==> src/rtl/seq_count_ctrl_up_dn_target_if.sv <==
// Command and status bundle for the up/down target sequencer.
// master: command producer / status consumer.  slave: the sequencer.
interface seq_count_ctrl_up_dn_target_if #(
  parameter int unsigned NBITS = 3
);
  logic             cmd_val;
  logic             cmd_rdy;
  logic [NBITS-1:0] cmd_target;
  logic [1:0]       cmd_mode;
  logic             abort;
  logic [NBITS-1:0] count;
  logic             busy;
  logic             dir;
  logic [NBITS-1:0] steps;
  logic             done;
  logic             aborted;

  modport master (
    output cmd_val, cmd_target, cmd_mode, abort,
    input  cmd_rdy, count, busy, dir, steps, done, aborted
  );

  modport slave (
    input  cmd_val, cmd_target, cmd_mode, abort,
    output cmd_rdy, count, busy, dir, steps, done, aborted
  );
endinterface

==> src/rtl/seq_count_ctrl_up_dn_target.sv <==
// Up/down counter sequencer: accepts a target and mode, then walks the
// counter one step per cycle toward the target (or loads it directly),
// reporting busy/dir/steps and a done or aborted pulse.
module seq_count_ctrl_up_dn_target #(
  parameter int unsigned NBITS = 3
) (
  input logic                           clk,
  input logic                           reset,
  seq_count_ctrl_up_dn_target_if.slave  bus
);

  typedef enum logic {
    IDLE = 1'b0,
    RUN  = 1'b1
  } state_e;

  typedef enum logic [1:0] {
    MODE_SHORT = 2'b00,
    MODE_UP    = 2'b01,
    MODE_DOWN  = 2'b10,
    MODE_LOAD  = 2'b11
  } mode_e;

  state_e           state_q,   state_d;
  logic [NBITS-1:0] count_q,   count_d;
  logic [NBITS-1:0] target_q,  target_d;
  logic [NBITS-1:0] steps_q,   steps_d;
  logic             dir_q,     dir_d;
  logic             done_q,    done_d;
  logic             aborted_q, aborted_d;

  logic [NBITS-1:0] dist_up;
  logic [NBITS-1:0] dist_dn;
  logic [NBITS-1:0] count_next;
  mode_e            mode_in;

  assign mode_in = mode_e'(bus.cmd_mode);

  // Modular distances from the current count to the offered target.
  always_comb begin
    dist_up = bus.cmd_target - count_q;
    dist_dn = count_q - bus.cmd_target;
  end

  // One step along the latched direction, wrapping naturally at NBITS.
  always_comb begin
    count_next = dir_q ? (count_q - 1'b1) : (count_q + 1'b1);
  end

  // Next-state and datapath update for the IDLE/RUN controller.
  always_comb begin
    state_d   = state_q;
    count_d   = count_q;
    target_d  = target_q;
    steps_d   = steps_q;
    dir_d     = dir_q;
    done_d    = 1'b0;
    aborted_d = 1'b0;

    case (state_q)
      IDLE: begin
        // abort is ignored here; a pending command is still accepted.
        if (bus.cmd_val) begin
          steps_d = '0;
          if (mode_in == MODE_LOAD) begin
            count_d = bus.cmd_target;
            done_d  = 1'b1;
          end else if (dist_up == '0) begin
            done_d = 1'b1;
          end else begin
            state_d  = RUN;
            target_d = bus.cmd_target;
            case (mode_in)
              MODE_UP:   dir_d = 1'b0;
              MODE_DOWN: dir_d = 1'b1;
              default:   dir_d = (dist_up <= dist_dn) ? 1'b0 : 1'b1;
            endcase
          end
        end
      end

      RUN: begin
        if (bus.abort) begin
          state_d   = IDLE;
          aborted_d = 1'b1;
        end else begin
          count_d = count_next;
          steps_d = steps_q + 1'b1;
          if (count_next == target_q) begin
            state_d = IDLE;
            done_d  = 1'b1;
          end
        end
      end

      default: state_d = IDLE;
    endcase
  end

  // State and output registers, asynchronously cleared.
  always_ff @(posedge clk or negedge reset) begin
    if (!reset) begin
      state_q   <= IDLE;
      count_q   <= '0;
      target_q  <= '0;
      steps_q   <= '0;
      dir_q     <= 1'b0;
      done_q    <= 1'b0;
      aborted_q <= 1'b0;
    end else begin
      state_q   <= state_d;
      count_q   <= count_d;
      target_q  <= target_d;
      steps_q   <= steps_d;
      dir_q     <= dir_d;
      done_q    <= done_d;
      aborted_q <= aborted_d;
    end
  end

  assign bus.cmd_rdy = (state_q == IDLE);
  assign bus.busy    = (state_q == RUN);
  assign bus.count   = count_q;
  assign bus.dir     = dir_q;
  assign bus.steps   = steps_q;
  assign bus.done    = done_q;
  assign bus.aborted = aborted_q;

endmodule

==> src/flat_wrapper.sv <==
// flat-port wrapper written by rule: the top's interface ports become plain ports
module seq_count_ctrl_up_dn_target_flat 
#(
  parameter int unsigned NBITS = 3
)
  (clk, reset, bus_cmd_val, bus_cmd_target, bus_cmd_mode, bus_abort, bus_cmd_rdy, bus_count, bus_busy, bus_dir, bus_steps, bus_done, bus_aborted);
  seq_count_ctrl_up_dn_target_if #(.NBITS(NBITS)) bus_i ();
  input logic clk;
  input logic reset;
  input wire logic [$bits(bus_i.cmd_val)-1:0] bus_cmd_val;
  input wire logic [$bits(bus_i.cmd_target)-1:0] bus_cmd_target;
  input wire logic [$bits(bus_i.cmd_mode)-1:0] bus_cmd_mode;
  input wire logic [$bits(bus_i.abort)-1:0] bus_abort;
  output wire logic [$bits(bus_i.cmd_rdy)-1:0] bus_cmd_rdy;
  output wire logic [$bits(bus_i.count)-1:0] bus_count;
  output wire logic [$bits(bus_i.busy)-1:0] bus_busy;
  output wire logic [$bits(bus_i.dir)-1:0] bus_dir;
  output wire logic [$bits(bus_i.steps)-1:0] bus_steps;
  output wire logic [$bits(bus_i.done)-1:0] bus_done;
  output wire logic [$bits(bus_i.aborted)-1:0] bus_aborted;
  assign bus_i.cmd_val = bus_cmd_val;
  assign bus_i.cmd_target = bus_cmd_target;
  assign bus_i.cmd_mode = bus_cmd_mode;
  assign bus_i.abort = bus_abort;
  assign bus_cmd_rdy = bus_i.cmd_rdy;
  assign bus_count = bus_i.count;
  assign bus_busy = bus_i.busy;
  assign bus_dir = bus_i.dir;
  assign bus_steps = bus_i.steps;
  assign bus_done = bus_i.done;
  assign bus_aborted = bus_i.aborted;
  seq_count_ctrl_up_dn_target #(.NBITS(NBITS)) u_core (.clk(clk), .reset(reset), .bus(bus_i));
endmodule
==> config.mk <==
export PLATFORM = sky130hd
export DESIGN_NAME = seq_count_ctrl_up_dn_target_flat
export DESIGN_NICKNAME = d
export VERILOG_FILES = /design/src/rtl/seq_count_ctrl_up_dn_target_if.sv /design/src/rtl/seq_count_ctrl_up_dn_target.sv /design/src/flat_wrapper.sv
export SDC_FILE = /design/constraint.sdc
export NUM_CORES = 1
export LEC_CHECK = 0
export CAP_MARGIN = 20
export CELL_PAD_IN_SITES_DETAIL_PLACEMENT = 2
export CELL_PAD_IN_SITES_GLOBAL_PLACEMENT = 2
export CORE_UTILIZATION = 27
export CTS_CLUSTER_SIZE = 24
export DETAILED_ROUTE_END_ITERATION = 7
export GPL_ROUTABILITY_DRIVEN = 0
export GPL_TIMING_DRIVEN = 0
export PLACE_DENSITY_LB_ADDON = 0.1
export RECOVER_POWER = 50
export SETUP_SLACK_MARGIN = 0.3
export SYNTH_ARGS = -nofsm -noshare
export SYNTH_HDL_FRONTEND = slang
export SYNTH_SLANG_ARGS = --single-unit
export TNS_END_PERCENT = 50
==> constraint.sdc <==
create_clock -name clk -period 2.1 [get_ports clk]
set_clock_uncertainty 0.2 [all_clocks]
set_input_delay 0.42 -clock clk [delete_from_list [all_inputs] [get_ports clk]]
set_output_delay 0.42 -clock clk [all_outputs]
set_load 0.03 [all_outputs]
---- Yosys cells after proc, flatten, opt, wreduce, memory -nomap -nowiden ----
Index checks and enable logic that the tools add are counted.
cells by class
  reduce and logical (&&, ||, !) cells .... 4
  $lt $le $gt $ge ......................... 1
  muxes and demuxes ....................... 24
  bitwise operators ....................... 3
  eq/ne operators ......................... 7
  $add $sub $neg .......................... 5
operator list
  operator                                                                 count
  3-bit two-way mux                                                        6
  1-bit two-way mux                                                        13
  3-bit case mux with 2 select lines                                       2
  3-bit by 1-bit adder with 3-bit output, second input constant            2
  1-bit case mux with 2 select lines                                       3
  3-bit subtractor                                                         2
  2-bit == test, second input constant                                     2
  2-bit inequality test, second input constant                             2
  4-bit AND reduction                                                      1
  3-bit == test                                                            1
  3-bit <= comparator                                                      1
  3-bit logical NOT                                                        1
  1-bit inverter                                                           3
  3-bit AND reduction                                                      1
  3-bit by 1-bit subtractor with 3-bit output, second input constant       1
  2-bit by 1-bit == test with 1-bit output, second input constant          1
  2-bit by 1-bit inequality test with 1-bit output, second input constant  1
  2-bit AND reduction                                                      1
word-level totals
  bits of input ports ..................... 9
  bits in registers ....................... 13

---- Depth between registers and ports, before layout ----
  word-level depth ........................ 6
  depth in mapped cells ................... 10
  gate-level depth less buffers ........... 10

---- Worst setup path after synthesis ----
No wires, ideal clock.
  kind .................................... register to register
  start point ............................. register u_core.count_q[0] (netlist: u_core.bus.count[0])
  end point ............................... register u_core.dir_q (netlist: u_core.bus.dir)
  setup time .............................. 0.125 ns
  arrival time ............................ 2.277 ns
  cell stages (with the launch flop) ...... 9
  data required time ...................... 1.775 ns
  period minus slack after synthesis ...... 2.602 ns
  setup slack ............................. -0.502 ns
  cell sequence ........................... dfrtp_1 > ha_1 > inv_1 > fa_1 > xnor3_2 > ha_1 > a31oi_1 > o22ai_1 > mux2_4
on the way
  word-level cells in the longest chain between the ends .. 4
ends and longest elaborated chain
  what                                                                       line                                                                  source
  start, declared                                                            seq_count_ctrl_up_dn_target.sv:25                                     logic [NBITS-1:0] count_q, count_d;
  start signal, assigned                                                     seq_count_ctrl_up_dn_target.sv:112                                    count_q <= count_d;
  3-bit subtractor (on tied branches)                                        seq_count_ctrl_up_dn_target.sv:41, seq_count_ctrl_up_dn_target.sv:42
  3-bit <= comparator or 3-bit logical NOT (tied branches)                   seq_count_ctrl_up_dn_target.sv:76, seq_count_ctrl_up_dn_target.sv:68
  1-bit two-way mux or 1-bit inverter (tied branches)                        --
  1-bit case mux with 2 select lines or 4-bit AND reduction (tied branches)  --
  end signal, assigned                                                       seq_count_ctrl_up_dn_target.sv:115                                    dir_q <= dir_d;
  end, declared                                                              seq_count_ctrl_up_dn_target.sv:28                                     logic dir_q, dir_d;
Parallel ways exist; a longest one is shown, timed or not.
A chain may end at the register's enable or synchronous reset.

---- Final worst setup path ----
Same ends and word-level chain as after synthesis.

==> flow_summary.yaml <==
yosys:
  ys_warn_count: 0
  ys_types: 27
  synth_fp_nets: 103
  ys_ff_latch: 13
  synth_top_flop_cell: "dfrtp_1"
  synth.area.top_cells: "dfrtp_1, ha_1, xnor2_1, fa_1, mux2_4"
  synth_async_sr_flop_share_pct: 100
  syn_inst: 85
  synth_enable_flop_cells: 0
  synth_top_area_share_pct: 36.4
  avgSynthCellArea_sq_um: 10.5
  yosysMostFrequentCell: "dfrtp_1"
  synth_area_sq_um: 893
  synthTopCellsByCount: "dfrtp_1, inv_1, nand2_1"
  yosys.area.top_type: "dfrtp_1"
  ys_seq_area_share_pct: 36.4
placed_design:
  io_buffers: 19
  placed_area_sq_um: 1180
  place_ws_ns: -0.842
  dp_hpwl_um: 1670
grt:
  grt-ovfl-total: 0
  grt_max_degree: 14
  grt_pass1_wl_um: 3960
  grt_usage_pct: 15.9
  use_met2_pct: 27.4
  grt_use_met3_pct: 1.97
  grt_antenna_before_repair: 0
  grt.busiest_layer: "met2"
  grt_pass1_vias: 800
  grtUsageMet1_pct: 19.2
power_and_ir_drop:
  ir_drop_v: 0.000783
  p_clk_share_pct: 7.2
  p_per_area_nw_per_um2: 1690
  power.switching_uw: 982
  power_frac_comb_pct: 71.4
  power.internal_uw: 1200
  p_leak_uw: 0.000582
  seqPwrFrac_pct: 21.5
  switching_share_pct: 45.0
floorplanning:
  ios: 20
  core_sq_um: 3100
  start_util_pct: 28.8
  die_h_um: 59.5
  rows: 20
  dieArea_sq_um: 3540
  die_w_um: 59.5
clock_network:
  insertion_delay_ns: 0.27
  cts_tree: "yes"
  clkTransAtPathRegs_ns: 0.08
  cts_max_level: 1
  clockRootBuffer: "clkbuf_4"
  clockBufferDepth: 2
  numCtsBuffers: 3
  clock_sinks: 13
sta:
  max_slew_margin_pct: 58.7
  slew_violations: 0
  finalSetupTns_ns: -1.11
  worst_pin_slew_ns: 0.618
  finalCriticalPeriod_ns: 2.31
  hold_viol: 0
  setup_viol: 7
  worst_slack_ns: -0.205
  period_share_pct: 110
  max_freq_ghz: 0.434
  rsz0062_at_grt: "yes"
setup_path:
  rrSetupSlack_ns: -0.21
  r2r_start: "u_core.bus.count[0]"
  cp_common_cell: "ha_4"
  end_kind: "register"
  crit_path_start_kind: "register"
  path_class: "register to register"
  cp.required_ns: 2.07
  r2r-end: "u_core.bus.dir"
  worstPathArrival_ns: 2.27
  worst-r2r-cell-count: 9
  crit_chain: "ha_4 -> inv_2 -> fa_2 -> xnor3_2 -> ha_4 -> nand2_2 -> nand2_1 -> o22ai_2 -> mux2_4"
  critPathMaxStageDelay_ns: 0.43
  cp_slowest_cell: "dfrtp_2"
  cp_max_fo: 4
detailed_routing:
  drt_first_pass_iters: 2
  vias: 712
  route.detailed.drc: 0
  wl_per_cell_um: 14.6
  ant_nets: 0
  vias_per_cell: 4.54
  drt_iter0_markers: 11
  totalWireLength_um: 2290
layout:
  postLayoutCoreUtil_pct: 41.5
  drive_above_1_share_pct: 34.5
  diodes: 0
  final_nets: 132
  syn_to_final_growth_pct: 44.1
  fill_cells: 349
  fin_area_sq_um: 1290
run_status:
  status: "complete, but fails checks"
  violations: "negative setup slack"
worst_hold_path:
  whs_endpoint: "u_core.target_q[0]"
  hp-class: "input port to register"
  holdPathStages: 2
  min_from: "bus_cmd_target[0]"
flow_run:
  cap_viol_max_count: 0
==> registers in the layout (all words and copies together), names as in the netlist <==
signal and cells:
u_core.bus.steps 3, u_core.bus.done 1, u_core.bus.count 3, u_core.target_q 3
u_core.bus.aborted 1, u_core.bus.busy 1, u_core.bus.dir 1
==> power groups by stage <==
stage	combinational (uW)	sequential (uW)	clock [uW]
2_1_floorplan	781	614	0
3_3_place_gp	1250	478	0
3_5_place_dp	1290	487	0
4_1_cts	1470	472	164
5_1_grt	1710	490	175
6_report	1560	468	157
==> worst max-delay path: cells and delay by family, from the launching register on <==
kind / cells / cell delay, ns
AO/OA/AOI/OAI: 1 / 0.08
XOR/XNOR: 1 / 0.28
adder cells (fa/ha/maj): 3 / 0.77
buffers and inverters: 1 / 0.03
flip-flops: 1 / 0.43
multiplexers: 1 / 0.26
AND/OR/NAND/NOR: 2 / 0.13
==> cells by family (layout without fill, tap and decap cells) <==
logic type               Yosys count  after routing  synth area share [%]
XOR/XNOR                          10             10                  11.5
adder cells (fa/ha/maj)            9              9                  15.1
AND/OR/NAND/NOR                   21             21                  13.7
buffers and inverters             14             42                  6.30
flip-flops                        13             13                  36.4
AO/OA/AOI/OAI                     12             12                  7.98
multiplexers                       6              6                  8.96
==> placed cells by master, fill, tap and decap left out, types with 2 or more instances in the layout <==
cell type	count
nand2_1	7
xnor2_2	2
ha_4	3
o21ai_0	4
fa_2	3
clkdlybuf4s50_1	4
inv_1	7
inv_2	4
clkbuf_4	4
ha_1	3
dfrtp_2	2
nand3_1	3
nand2b_1	2
o22ai_1	2
nor2_1	3
dfrtp_1	11
dlygate4sd3_1	2
mux2i_1	2
dlygate4sd2_1	10
xor2_1	2
xnor2_1	5
mux2_4	4
buf_4	6
==> routing by layer <==
metal  wire length, um  vias to the layer above
li1                  -                      343
met1               997                      353
met2              1200                       12
met3                43                        4
met4                48                        0
met5                 0                        -
==> area by class of cell <==
cell class                 instances  area, sq um  area share (%)
timing repair buffer              24          211            16.4
tap                               44         55.1            4.28
inverter                          12         50.0            3.89
sequential                        13          328            25.5
buffer                             2         15.0            1.17
multi-input combinational         58          602            46.7
clock buffer                       4         26.3            2.04
==> how the worst max path moves through the flow <==
| stage | from | end | slack, ns | cells after the start |
|---|---|---|---|---|
| final | u_core.bus.count[0] | u_core.bus.dir | -0.21 | 9 |
| after global routing | u_core.bus.count[0] | u_core.bus.dir | -0.29 | 9 |
| after CTS | u_core.bus.count[0] | u_core.bus.dir | -0.23 | 9 |
| after detailed placement | bus_cmd_target[0] | u_core.target_q[1] | -0.84 | 9 |
| after global placement | bus_cmd_target[0] | u_core.bus.dir | -0.81 | 9 |
| after floorplan | u_core.bus.count[0] | u_core.bus.dir | -0.21 | 9 |
==> per-stage QoR <==
step	power, uW	hold slack [ns]	instances
global placement	1730	0.311	148
CTS	2100	0.277	154
finish	2180	0.284	157
detailed placement	1780	0.320	148
floorplan	1400	-0.0756	85
global route	2380	0.281	157
==> what timing repair did <==
item                                   in CTS  in global routing
gates cloned                                0                  0
endpoints found under the hold margin       0                  0
setup endpoints to repair                  18                 13
hold buffers                                0                  0
pin swaps                                   6                  9
resized for setup                          29                 13
buffers inserted                            2                  3
(Power assumes the default switching activity.)
==> variant: new RTL, same settings <==
Make the reset (`reset`) synchronous in one clocked block. Comments in the files are not updated.
--- a/src/rtl/seq_count_ctrl_up_dn_target.sv
+++ b/src/rtl/seq_count_ctrl_up_dn_target.sv
@@ -100,3 +100,3 @@
   // State and output registers, asynchronously cleared.
-  always_ff @(posedge clk or negedge reset) begin
+  always_ff @(posedge clk) begin
     if (!reset) begin
Check against the original RTL: differs if reset is asserted again (counterexample within 4 cycles, from zero or initial values and one cycle with reset low); with reset held inactive, the same outputs for 10 cycles.
==> variant against the unedited design <==
  * The flow finishes with violations (DRC, setup timing)
  * Sequential cell count did not move
  * Count of clock-buffer cells in the layout did not move
  * Cell area fell by 7.0%
  * Utilization rose by 0.48 points
  * Area after synthesis fell by 6.3%
  * Worst setup slack improved by 0.19 ns
  * Cell count fell by 5.1%
  * Routed wire length rose by 4.8%
  * Critical path type unchanged
  * Critical endpoint is now u_core.bus.dir$_SDFFE_PN0P_
Power is not compared: it rests on default switching activity, and its combinational part moved more than twofold at a synthesized area within 25%.
==> variant: results (changes against the unedited design) <==
[run_status]
status = finished, violations left
violations = DRC, setup timing

[sta]
finalWorstSetupSlack_ns = -0.0124  ; +0.193 ns
hold_ws_ns = 0.276  ; -0.00804 ns
worst_slew_pin_slew_ns = 0.323  ; -0.295 ns
setup_viol_count_final = 1  ; -6
final.setup.tns_ns = -0.0124  ; +1.09 ns

[logic_synthesis]
synth_xor_xnor_area_share_pct = 10.2  ; -1.3 points
synth.area.mux_share_pct = 1.20  ; -7.8 points
synth_top_area_share_pct = 31.1  ; -5.3 points
synth_adder_area_share_pct = 16.1  ; +1.0 points
syn_nets = 111  ; +7.8%
ys_seq_area_share_pct = 31.1  ; -5.3 points

[routing]
firstDrtPassIters = 6  ; +4
wl_met2_um = 1120  ; -7.1%
met1Wirelength_um = 1190  ; +19%
drc_errors = 2  ; +2
dr_wl_met3_um = 79  ; +84%
vias = 746  ; +4.8%

[grt]
grt_pass1_vias = 826  ; +3.3%
grt_max_degree = 11  ; -3
grt.total_usage_pct = 16.9  ; +1.1 points
gr-usage-met2_pct = 27.2  ; -0.21 points
grt_pass1_wl_um = 4210  ; +6.3%

[finish]
fillers = 322  ; -7.7%
drive_gt1_share_pct = 29.7  ; -4.9 points
stdcell_area_um2 = 1200  ; -7.0%

[placement]
io_buffers = 18  ; -1
dp_slack_ns = -0.850  ; -0.00795 ns

[critical_path]
arrival_ns = 2.12  ; -0.15 ns

variant: final cells by class:
class	count	area share (%)
plain buffers	2	1.04
clock buffers	4	2.19
inverters	10	4.18
multi-input cells	69	53.3
flip-flops and latches	13	22.4
well taps	31	3.24
repair buffers	20	13.7
variant: how the worst max path moves through the flow:
stage	to	slack [ns]	startpoint	cells after the start
after floorplan	u_core.bus.dir$_SDFFE_PN0P_	-0.03	u_core.bus.count[0]$_SDFFE_PN0P_	9
after global routing	u_core.bus.dir$_SDFFE_PN0P_	-0.16	u_core.bus.count[0]$_SDFFE_PN0P_	9
final	u_core.bus.dir$_SDFFE_PN0P_	-0.01	u_core.bus.count[0]$_SDFFE_PN0P_	9
after global placement	u_core.bus.dir$_SDFFE_PN0P_	-0.82	bus_cmd_target[0]	11
after CTS	u_core.bus.dir$_SDFFE_PN0P_	-0.02	u_core.bus.count[0]$_SDFFE_PN0P_	9
after detailed placement	u_core.bus.dir$_SDFFE_PN0P_	-0.85	bus_cmd_target[0]	11
variant: worst max-delay path: stages, from the launching register on:
cell and delay (ns):
dfxtp_4 0.38, ha_4 0.13, inv_2 0.03, fa_2 0.34, xnor3_2 0.28, ha_4 0.29
nand2_2 0.04, o21ai_2 0.11, o2111ai_1 0.12, o21ai_1 0.12
variant: power by group through the flow:
stage | combinational [mW] | clock [mW] | sequential, mW
after CTS | 0.311 | 0.165 | 0.284
after global placement | 0.267 | 0 | 0.290
final | 0.316 | 0.153 | 0.286
after detailed placement | 0.276 | 0 | 0.292
after global routing | 0.346 | 0.175 | 0.290
after floorplan | 0.158 | 0 | 0.313
variant: what timing repair did:
item / CTS / global route
gates resized for setup: 35 / 10
cloned: 1 / 0
pin swaps: 9 / 3
endpoints found under the hold margin: 0 / 0
endpoints found under the setup margin: 19 / 11
setup buffers: 2 / 0
